**src/rtl/edge_det_pkg.sv**
```systemverilog
// Shared types and helpers for the edge detector bank.
// Mode encoding: bit0 enables rising edges, bit1 enables falling edges.
package edge_det_pkg;

    typedef logic [1:0] mode_t;

    localparam mode_t MODE_OFF  = 2'b00;
    localparam mode_t MODE_RISE = 2'b01;
    localparam mode_t MODE_FALL = 2'b10;
    localparam mode_t MODE_BOTH = 2'b11;

    // Width of the debounce stability counter; never narrower than one bit.
    function automatic int stab_width(input int debounce);
        return (debounce <= 1) ? 1 : $clog2(debounce);
    endfunction

endpackage

```
**src/rtl/edge_det_channel.sv**
```systemverilog
// One channel: synchronizer, debounce filter, edge qualification,
// sticky flag and saturating event counter.
module edge_det_channel
    import edge_det_pkg::*;
#(
    parameter int SYNC_STAGES = 2,
    parameter int DEBOUNCE    = 4,
    parameter int CNT_W       = 8
) (
    input  logic             clk,
    input  logic             rst,
    input  logic             din,
    input  mode_t            mode,
    input  logic             clr,
    output logic             level,
    output logic             edge_pulse,
    output logic             event_flag,
    output logic [CNT_W-1:0] event_cnt
);

    localparam int             SW       = stab_width(DEBOUNCE);
    localparam logic [SW-1:0]  STAB_MAX = SW'(DEBOUNCE - 1);
    localparam logic [CNT_W-1:0] CNT_MAX = '1;

    logic [SYNC_STAGES-1:0] sync_q, sync_d;
    logic [SW-1:0]          stab_q, stab_d;
    logic                   level_q, level_d;
    logic                   pulse_q, pulse_d;
    logic                   flag_q, flag_d;
    logic [CNT_W-1:0]       cnt_q, cnt_d;

    logic s;
    logic commit;
    logic rise_en;
    logic fall_en;
    logic qual;

    assign s       = sync_q[SYNC_STAGES-1];
    assign rise_en = (mode == MODE_RISE) || (mode == MODE_BOTH);
    assign fall_en = (mode == MODE_FALL) || (mode == MODE_BOTH);

    always_comb begin
        sync_d  = {sync_q[SYNC_STAGES-2:0], din};
        stab_d  = stab_q;
        level_d = level_q;
        commit  = 1'b0;

        if (s == level_q) begin
            stab_d = '0;
        end else if (stab_q == STAB_MAX) begin
            commit  = 1'b1;
            level_d = s;
            stab_d  = '0;
        end else begin
            stab_d = stab_q + SW'(1);
        end

        // Mode is looked at only on the committing edge itself.
        qual    = commit && (s ? rise_en : fall_en);
        pulse_d = qual;

        flag_d = flag_q;
        cnt_d  = cnt_q;
        if (clr) begin
            flag_d = 1'b0;
            cnt_d  = '0;
        end
        // A coincident edge wins over clr so the event is never lost.
        if (qual) begin
            flag_d = 1'b1;
            if (clr) begin
                cnt_d = CNT_W'(1);
            end else if (cnt_q != CNT_MAX) begin
                cnt_d = cnt_q + CNT_W'(1);
            end
        end
    end

    always_ff @(posedge clk or posedge rst) begin
        if (rst) begin
            sync_q  <= '0;
            stab_q  <= '0;
            level_q <= 1'b0;
            pulse_q <= 1'b0;
            flag_q  <= 1'b0;
            cnt_q   <= '0;
        end else begin
            sync_q  <= sync_d;
            stab_q  <= stab_d;
            level_q <= level_d;
            pulse_q <= pulse_d;
            flag_q  <= flag_d;
            cnt_q   <= cnt_d;
        end
    end

    assign level      = level_q;
    assign edge_pulse = pulse_q;
    assign event_flag = flag_q;
    assign event_cnt  = cnt_q;

endmodule

```
**src/rtl/edge_detector_bank.sv**
```systemverilog
// Bank of independent debounced edge detectors for raw asynchronous pins.
// Each channel has its own 2-bit mode slice and CNT_W-bit counter slice.
module edge_detector_bank
    import edge_det_pkg::*;
#(
    parameter int N_CH        = 4,
    parameter int SYNC_STAGES = 2,
    parameter int DEBOUNCE    = 4,
    parameter int CNT_W       = 8
) (
    input  logic                  clk,
    input  logic                  rst,
    input  logic [N_CH-1:0]       din,
    input  logic [2*N_CH-1:0]     mode,
    input  logic [N_CH-1:0]       clr,
    output logic [N_CH-1:0]       level,
    output logic [N_CH-1:0]       edge_pulse,
    output logic [N_CH-1:0]       event_flag,
    output logic [N_CH*CNT_W-1:0] event_cnt
);

    for (genvar i = 0; i < N_CH; i++) begin : g_ch
        mode_t ch_mode;
        assign ch_mode = mode[2*i +: 2];

        edge_det_channel #(
            .SYNC_STAGES (SYNC_STAGES),
            .DEBOUNCE    (DEBOUNCE),
            .CNT_W       (CNT_W)
        ) u_ch (
            .clk        (clk),
            .rst        (rst),
            .din        (din[i]),
            .mode       (ch_mode),
            .clr        (clr[i]),
            .level      (level[i]),
            .edge_pulse (edge_pulse[i]),
            .event_flag (event_flag[i]),
            .event_cnt  (event_cnt[CNT_W*i +: CNT_W])
        );
    end

endmodule

```
**config.mk**
```make
export PLATFORM = sky130hd
export DESIGN_NAME = edge_detector_bank
export DESIGN_NICKNAME = d
export VERILOG_FILES = /design/src/rtl/edge_det_pkg.sv /design/src/rtl/edge_det_channel.sv /design/src/rtl/edge_detector_bank.sv
export SDC_FILE = /design/constraint.sdc
export NUM_CORES = 1
export LEC_CHECK = 0
export CORE_MARGIN = 4
export CORE_UTILIZATION = 51
export CTS_CLUSTER_SIZE = 28
export DETAILED_ROUTE_END_ITERATION = 16
export PLACE_DENSITY = 0.8
export SLEW_MARGIN = 20
export SYNTH_ARGS = -nofsm -noshare
export SYNTH_HDL_FRONTEND = slang
export SYNTH_SLANG_ARGS = --single-unit
```
**constraint.sdc**
```tcl
create_clock -name clk -period 2.7 [get_ports clk]
set_clock_uncertainty 0.1 [all_clocks]
set_input_delay 0.405 -clock clk [delete_from_list [all_inputs] [get_ports clk]]
set_output_delay 0.405 -clock clk [all_outputs]
set_load 0.03 [all_outputs]
```
# Word level (Yosys, flattened, before mapping)
# Index checks and enable logic that the tools add are counted.
# classes
addsub	8
bitwise	4
n_mux	44
eq_ne	24
reduce_logical	20
# ops
cell	n
$mux W8	16
$add A8 B1 Y8 const B	4
$ne A8 B8 Y1 const B	4
$eq A2 B2 Y1 const B	12
$mux W1	20
$mux W2	8
$add A2 B1 Y2 const B	4
$eq A2 B1 Y1 const B	4
$logic_or A1 B1 Y1	8
$reduce_and A2 Y1	4
$reduce_bool A2 Y1	4
$eq A1 B1 Y1	4
$logic_and A1 B1 Y1	4
$not A1 Y1	4
# word_totals
ff_bits	60
wordCells	124
input_bits	18
out_inout_bits	44

# Depth between registers and ports, before layout
# logic_depth
ltp_word	5
ltp_mapped	7
depth_no_buf	6

# By module
# From an unflattened synthesis, not the netlist that was laid out.
# hier_totals
hier_cells	276
hier_area_um2	2852.7
# modules_own_cells
module	area_each_um2	seq_area_each_um2	instances	cells_per_inst
edge_det_channel	713.2	375.4	4	69

# Least setup slack after synthesis
# Ideal clock, no wire load.
# synth_path
kind	flip-flop to flip-flop
from	register g_ch[1].u_ch.cnt_q[0]
to	register g_ch[1].u_ch.cnt_q[5]
period_less_slack_ns	2.050
required_time_ns	2.522
path_slack_ns	0.650
setup_time_ns	0.078
n_path_buf	1
arrival_ns	1.872
stages_incl_launch_ff	7
path_cell_list	dfrtp_1 > ha_1 > and3_1 > and3_1 > clkbuf_2 > or4_1 > a21oi_1
# synth_via
elab_chain_cells	4
word_cells_on_any_way	5
classes_between	1 x add/sub; 1 x eq/ne; 3 x mux
# synth_lines
element	line	source
from (decl)	edge_det_channel.sv:30	logic [CNT_W-1:0] cnt_q, cnt_d;
from (signal assigned)	edge_det_channel.sv:93	cnt_q <= cnt_d;
$add A8 B1 Y8 or $ne A8 B8 Y1 (tied branches)	edge_det_channel.sv:74, edge_det_channel.sv:73	
$mux W8 (*)	edge_det_channel.sv:73	end else if (cnt_q != CNT_MAX) begin
$mux W8 (*)	edge_det_channel.sv:71	if (clr) begin
$mux W8 (*)	edge_det_channel.sv:69	if (qual) begin
via g_ch[1].u_ch.cnt_d[5]	edge_det_channel.sv:30	
# Mark *: on every way through the listed nets, which the timed path passes. The rest lies on a longest branch.
# A chain may end at the register's enable or synchronous reset.

# Worst setup path after layout
# layout_path
from	register g_ch[1].u_ch.cnt_q[4]
to	output event_cnt[12]
# layout_lines
element	line	source
to (decl)	edge_detector_bank.sv:19	output logic [N_CH*CNT_W-1:0] event_cnt
# No word-level cell between the ends.

==> metrics <==
status finished clean; worst skew pair latency roughly 0.33 ns; Critical-path top delay cell clkdlybuf4s50_1; TritonRoute pass-1 iters 4; fraction of registers with async set/reset 1.00; Seq cells post-synth 60; Congestion Overflow GR 0; Min-Delay Path Class flip-flop to flip-flop; worst-path fanout max 9; max-cap violations 0; # fillers 430; top-level port count 62; Final Max Slew Viols 0; RSZ-0062 raised after global routing no; hold_buf cts 0; PortBufs roughly 60; CTS H-tree lvls 3; Slew @ Worst Pin 0.817 ns; total wire length 5730 um; Final ANT Viol Nets 0; nets 353; Critical Path Source Type flip-flop; clk slew on worst S/H paths 0.06 ns; Max Fclk 490 MHz; setup violators final 0; vias in the first global route 2,244; top cells by area, synth dfrtp_1 52%, ha_1 3.5%, a21oi_1 3.1%; Final GP Congestion between 0.8 and 0.9; post-route setup TNS 0 ns; final core utilization 0.672; delay-heaviest family, CP buffers and inverters; Yosys top cell by area dfrtp_1; Post-Syn Area 2880 um2; initial antenna violation count 0; largest net degree at the start of global routing 61; Worst Path Arrival about 1.5 ns; final-report hold violation count 0; CTS tree built; minimum hold slack ~0.25 ns; row count 27; cell chain of the critical path clkdlybuf4s50_1; LEAKAGE 1.53 nW; Starting DRT DRC Count roughly 100; layout cells sized above 1 0.0813; global-route wire length before repair 10,100 um; EDFF count, synth 0; critical path class flip-flop to output port; root buffer cell clkbuf_8; Syn Inst Count 272; CTS sink count 60; Initial Util 0.523; Ant. Diodes 0; Synth top area share 0.522; Max stage delay on crit path around 0.73 ns; Mapped Nets 298; worst slack, placed 0.572 ns; most common flop cell mapped by yosys dfrtp_1; Die Ht 83.1 um; Post-route DRC 0; Power Dens Cells 664 nW/um2; CTS Buf Count 9; PnR worst setup slack 0.661 ns; Bufs and invs on worst path 1; drt via density 5.75; Avg WL per Cell 14.2 um; Die Wd between 80 and 90 um; Worst Path Required about 2.2 ns; fin crit share 0.755; dpl hpwl 3970 um; Max VDD drop 0.511 mV; Syn Area/Cell 10.6 um2; Slew HR 0.451; Synth cell types 43; Seq/Total Area, Yosys 0.522; yosys warns 0; commonest non-fill, non-tap cell in the layout clkdlybuf4s50_1; DR vias between 2,000 and 2,500; Bufs on Longest Clock Path 2; area delta synth->final 28.5%; GRT Overall Usage 0.175; core area ~5500 um2; crit end category output port; post-CTS sizing 0; Tmin final between 2 and 2.5 ns; Post CTS Setup Buffer Count 0; most frequent cells in the layout 61 x clkdlybuf4s50_1, 60 x dfrtp_1, 21 x nand2_1; die area around 6900 um2
[registers in the layout, indices dropped and copies added, names as in the netlist]
name                  count
g_ch.u_ch.event_cnt      32
g_ch.u_ch.sync_q          8
g_ch.u_ch.edge_pulse      4
g_ch.u_ch.stab_q          8
g_ch.u_ch.level           4
g_ch.u_ch.event_flag      4
[per-layer routing]
layer / GRT usage / share of wire / vias to the layer above
li1: - / - / 1127
met1: 0.230 / 0.46 / 1119
met2: 0.270 / 0.47 / 68
met3: 0.0496 / 0.055 / 8
met4: 0.0758 / 0.017 / 0
met5: 0 / 0 / -
[synthesized netlist by cell type, drive strengths merged (3+ instances only)]
cell type and number:
nand3 10, o311a 3, ha 8, nand4 6
xnor2 4, nand3b 3, o31ai 6, a21o 3
and4 4, and2 4, or2 3, o21ai 8
a211oi 3, nor2 5, buf 17, nand2 21
inv 13, clkbuf 3, and3 3, nor4b 3
or4 7, nor2b 8, o311ai 6, a21oi 18
a31oi 5, dfrtp 60, nand4b 4, o41ai 4
o21bai 3, nor3 13, mux2 4
[stage by stage]
stage          power (mW)  instances  instance area (um2)
2_1_floorplan        1.47        272                 2880
6_report             2.46        404                 3700
5_1_grt              2.59        404                 3700
4_1_cts              2.50        404                 3700
3_5_place_dp         1.61        388                 3480
3_3_place_gp         1.59        388                 3480
[area by class of cell]
class | instances | area, um2 | share of cell area
Tap cell | 72 | 90.1 | 0.0243
Multi-Input combinational cell | 179 | 1200 | 0.324
Clock inverter | 5 | 75.1 | 0.0203
Timing Repair Buffer | 64 | 646 | 0.175
Sequential cell | 60 | 1500 | 0.406
Clock buffer | 11 | 141 | 0.0382
Inverter | 13 | 48.8 | 0.0132
[path summary, 6_finish.rpt]
path / startpoint / endpoint / cells past startpoint / slack (ns)
max: g_ch[1].u_ch.event_cnt[4] / event_cnt[12] / 1 / 0.66
min: g_ch[1].u_ch.sync_q[0] / g_ch[1].u_ch.sync_q[1] / 0 / 0.25
max reg2reg: g_ch[1].u_ch.event_cnt[0] / g_ch[1].u_ch.event_cnt[5] / 5 / 0.70
min reg2reg: g_ch[1].u_ch.sync_q[0] / g_ch[1].u_ch.sync_q[1] / 0 / 0.25
max in group asynchronous: rst / g_ch[0].u_ch.event_cnt[4] / 3 / 1.90
min in group asynchronous: rst / g_ch[2].u_ch.event_cnt[2] / 3 / 0.35
[cells by family after synthesis]
logic type,Yosys count,synth area share
flip-flops,60,0.522
buffers and inverters,33,0.0626
AO/OA/AOI/OAI,67,0.160
XOR/XNOR,4,0.0122
adder cells (fa/ha/maj),8,0.0348
multiplexers,4,0.0156
AND/OR/NAND/NOR,96,0.193
[report_power, final]
part / internal, mW / switching [mW]
combinational: 0.240 / 0.254
sequential: 1.01 / 0.0861
clock: 0.540 / 0.331
(Power assumes the default switching activity.)
